`config.mk`:
```
export PLATFORM = sky130hd
export DESIGN_NAME = message_sender
export DESIGN_NICKNAME = d
export VERILOG_FILES = /design/src/rtl/msg_link_pkg.sv /design/src/rtl/msg_fifo.sv /design/src/rtl/message_sender.sv
export SDC_FILE = /design/constraint.sdc
export NUM_CORES = 1
export LEC_CHECK = 0
export CORE_ASPECT_RATIO = 0.7
export CORE_MARGIN = 2
export CORE_UTILIZATION = 50
export CTS_CLUSTER_SIZE = 25
export DETAILED_ROUTE_END_ITERATION = 10
export PLACE_DENSITY = 0.75
export SLEW_MARGIN = 10
export SYNTH_ARGS = -nofsm -noshare
export SYNTH_HDL_FRONTEND = slang
export SYNTH_HIERARCHICAL = 1
export SYNTH_SLANG_ARGS = --single-unit
```
`constraint.sdc`:
```
create_clock -name clk -period 1.99 [get_ports clk]
set_input_delay 0.398 -clock clk [delete_from_list [all_inputs] [get_ports clk]]
set_output_delay 0.398 -clock clk [all_outputs]
set_load 0.1 [all_outputs]
```
`src/rtl/msg_link_pkg.sv`:
```
// Shared definitions for the inter-machine message link (sender and receiver sides).
package msg_link_pkg;

    localparam int DEFAULT_MSG_W = 32;

    typedef enum logic [1:0] {
        IDLE     = 2'd0,
        SEND     = 2'd1,
        WAIT_ACK = 2'd2
    } state_t;

endpackage

```
`src/rtl/msg_fifo.sv`:
```
// Small first-word-fall-through FIFO; head is readable combinationally so the
// sender can load a word in the same cycle it first sees the FIFO non-empty.
module msg_fifo #(
    parameter int WIDTH = 32,
    parameter int DEPTH = 4
) (
    input  logic             clk,
    input  logic             reset,
    input  logic             push,
    input  logic             pop,
    input  logic [WIDTH-1:0] din,
    output logic             full,
    output logic             empty,
    output logic [WIDTH-1:0] head
);

    localparam int AW = $clog2(DEPTH);

    logic [WIDTH-1:0] mem [DEPTH];
    logic [AW-1:0]    wr_ptr_reg;
    logic [AW-1:0]    rd_ptr_reg;
    logic [AW:0]      count_reg;
    logic             push_ok;
    logic             pop_ok;

    assign full    = (count_reg == (AW+1)'(DEPTH));
    assign empty   = (count_reg == '0);
    assign push_ok = push && !full;
    assign pop_ok  = pop && !empty;
    assign head    = mem[rd_ptr_reg];

    // Storage is not reset: only the pointers define which entries are valid.
    always_ff @(posedge clk) begin
        if (push_ok) begin
            mem[wr_ptr_reg] <= din;
        end
    end

    always_ff @(posedge clk or posedge reset) begin
        if (reset) begin
            wr_ptr_reg <= '0;
            rd_ptr_reg <= '0;
            count_reg  <= '0;
        end else begin
            if (push_ok) begin
                wr_ptr_reg <= wr_ptr_reg + AW'(1);
            end
            if (pop_ok) begin
                rd_ptr_reg <= rd_ptr_reg + AW'(1);
            end
            case ({push_ok, pop_ok})
                2'b10:   count_reg <= count_reg + (AW+1)'(1);
                2'b01:   count_reg <= count_reg - (AW+1)'(1);
                default: count_reg <= count_reg;
            endcase
        end
    end

endmodule

```
`src/rtl/message_sender.sv`:
```
// Transmit end of the message link: queues host words, strobes each one to the
// remote receiver, retries on ack timeout and drops after the retry budget.
module message_sender
    import msg_link_pkg::*;
#(
    parameter int MSG_W     = DEFAULT_MSG_W,
    parameter int DEPTH     = 4,
    parameter int TIMEOUT   = 8,
    parameter int MAX_RETRY = 2,
    parameter int CNT_W     = 16
) (
    input  logic             clk,
    input  logic             reset,
    input  logic [MSG_W-1:0] msg_in,
    input  logic             msg_valid,
    output logic             msg_ready,
    output logic             send,
    output logic [MSG_W-1:0] message,
    input  logic             ack,
    output logic             busy,
    output logic             drop_err,
    output logic [CNT_W-1:0] sent_count
);

    localparam int TW = (TIMEOUT > 1) ? $clog2(TIMEOUT) : 1;
    localparam int RW = (MAX_RETRY > 0) ? $clog2(MAX_RETRY + 1) : 1;

    state_t           state_reg, state_next;
    logic [TW-1:0]    timer_reg, timer_next;
    logic [RW-1:0]    retry_reg, retry_next;
    logic [CNT_W-1:0] sent_count_reg, sent_count_next;
    logic [MSG_W-1:0] message_reg, message_next;
    logic             drop_err_reg, drop_err_next;

    logic             fifo_full;
    logic             fifo_empty;
    logic [MSG_W-1:0] fifo_head;
    logic             fifo_pop;

    msg_fifo #(
        .WIDTH (MSG_W),
        .DEPTH (DEPTH)
    ) u_fifo (
        .clk   (clk),
        .reset (reset),
        .push  (msg_valid),
        .pop   (fifo_pop),
        .din   (msg_in),
        .full  (fifo_full),
        .empty (fifo_empty),
        .head  (fifo_head)
    );

    always_comb begin
        state_next      = state_reg;
        timer_next      = timer_reg;
        retry_next      = retry_reg;
        sent_count_next = sent_count_reg;
        message_next    = message_reg;
        drop_err_next   = 1'b0;
        fifo_pop        = 1'b0;
        case (state_reg)
            IDLE: begin
                if (!fifo_empty) begin
                    message_next = fifo_head;
                    state_next   = SEND;
                end
            end
            SEND: begin
                timer_next = '0;
                state_next = WAIT_ACK;
            end
            WAIT_ACK: begin
                // ack is checked first so a coincident ack beats the timeout.
                if (ack) begin
                    fifo_pop        = 1'b1;
                    sent_count_next = sent_count_reg + CNT_W'(1);
                    retry_next      = '0;
                    state_next      = IDLE;
                end else if (timer_reg == TW'(TIMEOUT - 1)) begin
                    if (retry_reg < RW'(MAX_RETRY)) begin
                        retry_next = retry_reg + RW'(1);
                        state_next = SEND;
                    end else begin
                        fifo_pop      = 1'b1;
                        drop_err_next = 1'b1;
                        retry_next    = '0;
                        state_next    = IDLE;
                    end
                end else begin
                    timer_next = timer_reg + TW'(1);
                end
            end
            default: state_next = IDLE;
        endcase
    end

    always_ff @(posedge clk or posedge reset) begin
        if (reset) begin
            state_reg      <= IDLE;
            timer_reg      <= '0;
            retry_reg      <= '0;
            sent_count_reg <= '0;
            message_reg    <= '0;
            drop_err_reg   <= 1'b0;
        end else begin
            state_reg      <= state_next;
            timer_reg      <= timer_next;
            retry_reg      <= retry_next;
            sent_count_reg <= sent_count_next;
            message_reg    <= message_next;
            drop_err_reg   <= drop_err_next;
        end
    end

    assign msg_ready  = !fifo_full;
    assign send       = (state_reg == SEND);
    assign message    = message_reg;
    assign busy       = !fifo_empty || (state_reg != IDLE);
    assign drop_err   = drop_err_reg;
    assign sent_count = sent_count_reg;

endmodule

```
==> impl_metrics.tcl <==
set metrics [dict create \
    worst_slew_pin_slew_ns 0.368 \
    maxSlewHeadroom_pct 75.2 \
    antenna_found_initial 0 \
    drc 0 \
    critPathTopFamily "adder cells" \
    hold_violations 0 \
    cts_buffers 17 \
    cp_max_fo 2 \
    core-area_um2 14700 \
    multiInputGateArea_um2 1950 \
    final_cell_mix "128 x edfxtp_1, 75 x buf_4, 54 x dfrtp_1" \
    slowest_stage "dfrtp_1" \
    cts_tree "yes" \
    syn_avg_cell_area_um2 19.4 \
    grt_pass1_vias 4154 \
    period_minus_slack_ns 2.07 \
    die_area_um2 16000 \
    grt_overflow 0 \
    final_area_um2 9390 \
    finalWirelength_um 13500 \
    slowest_delay_ns 0.36 \
    grt_max_degree 42 \
    cap_violations 0 \
    crit_type "reg -> reg" \
    h-tree-depth 4 \
    crit_chain "ha_2 > ha_4 > a21oi_2 > nor2b_1 > o31a_1 > ha_2 > inv_2 > fa_2 > xor2_1 > nor2_1 > xor2_1" \
    clock_path_buffers 2 \
    synth_cell_type_count 40 \
    antenna_cells 0 \
    rsz0062_at_grt "true" \
    syn_nets 435 \
    finalCritPeriodShare_pct 104 \
    timing.fmax_mhz 483 \
    worst_slack_ns -0.0812 \
    end_kind "flip-flop" \
    ff2ff_setup_slack_ns -0.08 \
    syn_to_final_growth_pct 25.6 \
    layout_commonest_cell "edfxtp_1" \
    hpwl_um 8530 \
    timing.critical_path.buf_inv 1 \
    ys_ff_latch 191 \
    crit_arrival_ns 2.41 \
    gp_congestion 0.746 \
    regArea_um2 5430 \
    netlist_instances 385 \
    ios 88 \
    final_nets 562 \
    cts_hold_buf 0 \
    slew_viol_final 0 \
    clockRootBuffer "clkbuf_16" \
    port_buffers 87 \
    status "finished, violations left" \
    violations "negative setup slack" \
    clkLatencyLatePin_ns 0.42 \
    largest_reg_flops 128 \
    dr.first_iter.drc_count 192 \
    fill_cells 1001 \
    synth_seq_area_share_pct 72.5 \
    start_util_pct 51.0 \
    drive_gt1_share_pct 40.0 \
    viasPerCell 5.25 \
    fp.dieW_um 150 \
    clock-sinks 191 \
    place_ws_ns -0.325 \
    synth.yosys.warnings 6 \
    die_h_um 106 \
    first_pass_iters 4 \
    synth_area_um2 7480 \
    cp.required_ns 2.33 \
    path_clk_slew_ns 0.07 \
    std_cell_rows 37 \
    placed_area_um2 8740 \
    clock_skew_ns 0.00917 \
    track_usage_pct 18.3 \
    hold_class "in -> async" \
    ant_nets 0 \
    final-setup-viol-count 1 \
    wl_per_cell_um 18.8 \
    vias 3781 \
    worstSetupStartpointType "flip-flop" \
    grt_pass1_wl_um 21600 \
]
## layer usage
metal / vias to the layer above / part of all wire, % / global-route usage (%)
met5: - / 0 / 0
met4: 0 / 1.4 / 5.32
met3: 13 / 4.1 / 5.06
met2: 75 / 50 / 30.3
met1: 1976 / 44 / 23.9
li1: 1717 / - / -
## repair_timing
item | CTS | global route
setup endpoints to repair | 2 | 3
buffers inserted | 2 | 5
pin swaps | 3 | 1
resized for setup | 6 | 2
## synthesized netlist by cell type, drive strengths merged
library cell | instances | share of area [%]
o31ai | 1 | 0.10
a21oi | 4 | 0.27
and2 | 5 | 0.42
and3 | 2 | 0.17
buf | 11 | 1.6
nand2 | 17 | 0.85
o21ai | 5 | 0.38
nand4 | 3 | 0.54
clkbuf | 2 | 0.10
ha | 13 | 2.2
edfxtp | 128 | 51
nor4 | 2 | 0.45
mux4 | 32 | 9.8
nor2 | 7 | 0.35
mux2i | 1 | 0.13
o31a | 1 | 0.12
inv | 16 | 0.80
xor2 | 6 | 0.70
or2 | 2 | 0.17
mux2 | 35 | 5.3
fa | 1 | 0.27
dfrtp | 63 | 21
o22ai | 1 | 0.084
nor3 | 2 | 0.13
nand3 | 4 | 0.27
nand2b | 1 | 0.084
nor2b | 3 | 0.28
xnor2 | 15 | 1.8
nor3b | 1 | 0.17
a31oi | 1 | 0.084
## kinds of logic after synthesis
family	share of synthesized area, %
xor+xnor	2.46
buf+inv	2.46
compound gates	1.04
flops	72.5
simple gates	3.88
fa+ha+maj	2.44
mux	15.2
## worst reg2reg max path: stages, from the launching register on
cell and delay [ns]:
dfrtp_1 0.36, ha_2 0.19, ha_4 0.13, a21oi_2 0.05, nor2b_1 0.11, o31a_1 0.17
ha_2 0.20, inv_2 0.04, fa_2 0.33, xor2_1 0.14, nor2_1 0.11, xor2_1 0.16
## stage by stage
stage	TNS, ns	utilization [%]	hold slack, ns	std cells
floorplan	-0.0358	-	0.201	385
global placement	-0.470	59.5	0.470	681
detailed placement	-0.513	59.5	0.471	681
CTS	-0.0609	63.7	0.277	715
global route	-0.211	64.0	0.304	720
finish	-0.0812	64.0	0.278	720
## worst paths after layout
path,start,to,cells after the start
setup / recovery,timer_reg[1]$_DFFE_PP0P_,u_fifo/count_reg[2]$_DFFE_PP0P_,11
hold / removal,reset,u_fifo/count_reg[2]$_DFFE_PP0P_,2
setup reg to reg,timer_reg[1]$_DFFE_PP0P_,u_fifo/count_reg[2]$_DFFE_PP0P_,11
hold reg to reg,sent_count[15]$_DFFE_PP0P_,sent_count[15]$_DFFE_PP0P_,1
max in group asynchronous,reset,sent_count[8]$_DFFE_PP0P_,3
min in group clk,sent_count[15]$_DFFE_PP0P_,sent_count[15]$_DFFE_PP0P_,1
## area by class of cell
| class | instances | area share, % |
|---|---|---|
| Sequential cell | 191 | 57.8 |
| Multi-Input combinational cell | 165 | 20.8 |
| Timing Repair Buffer | 121 | 12.1 |
| Clock buffer | 18 | 4.57 |
| Tap cell | 195 | 2.60 |
| Clock inverter | 14 | 1.51 |
| Inverter | 16 | 0.639 |
Power is left out: the tool's default activity adds up to more than one toggle a clock period on the data nets, which glitch-free logic cannot reach.
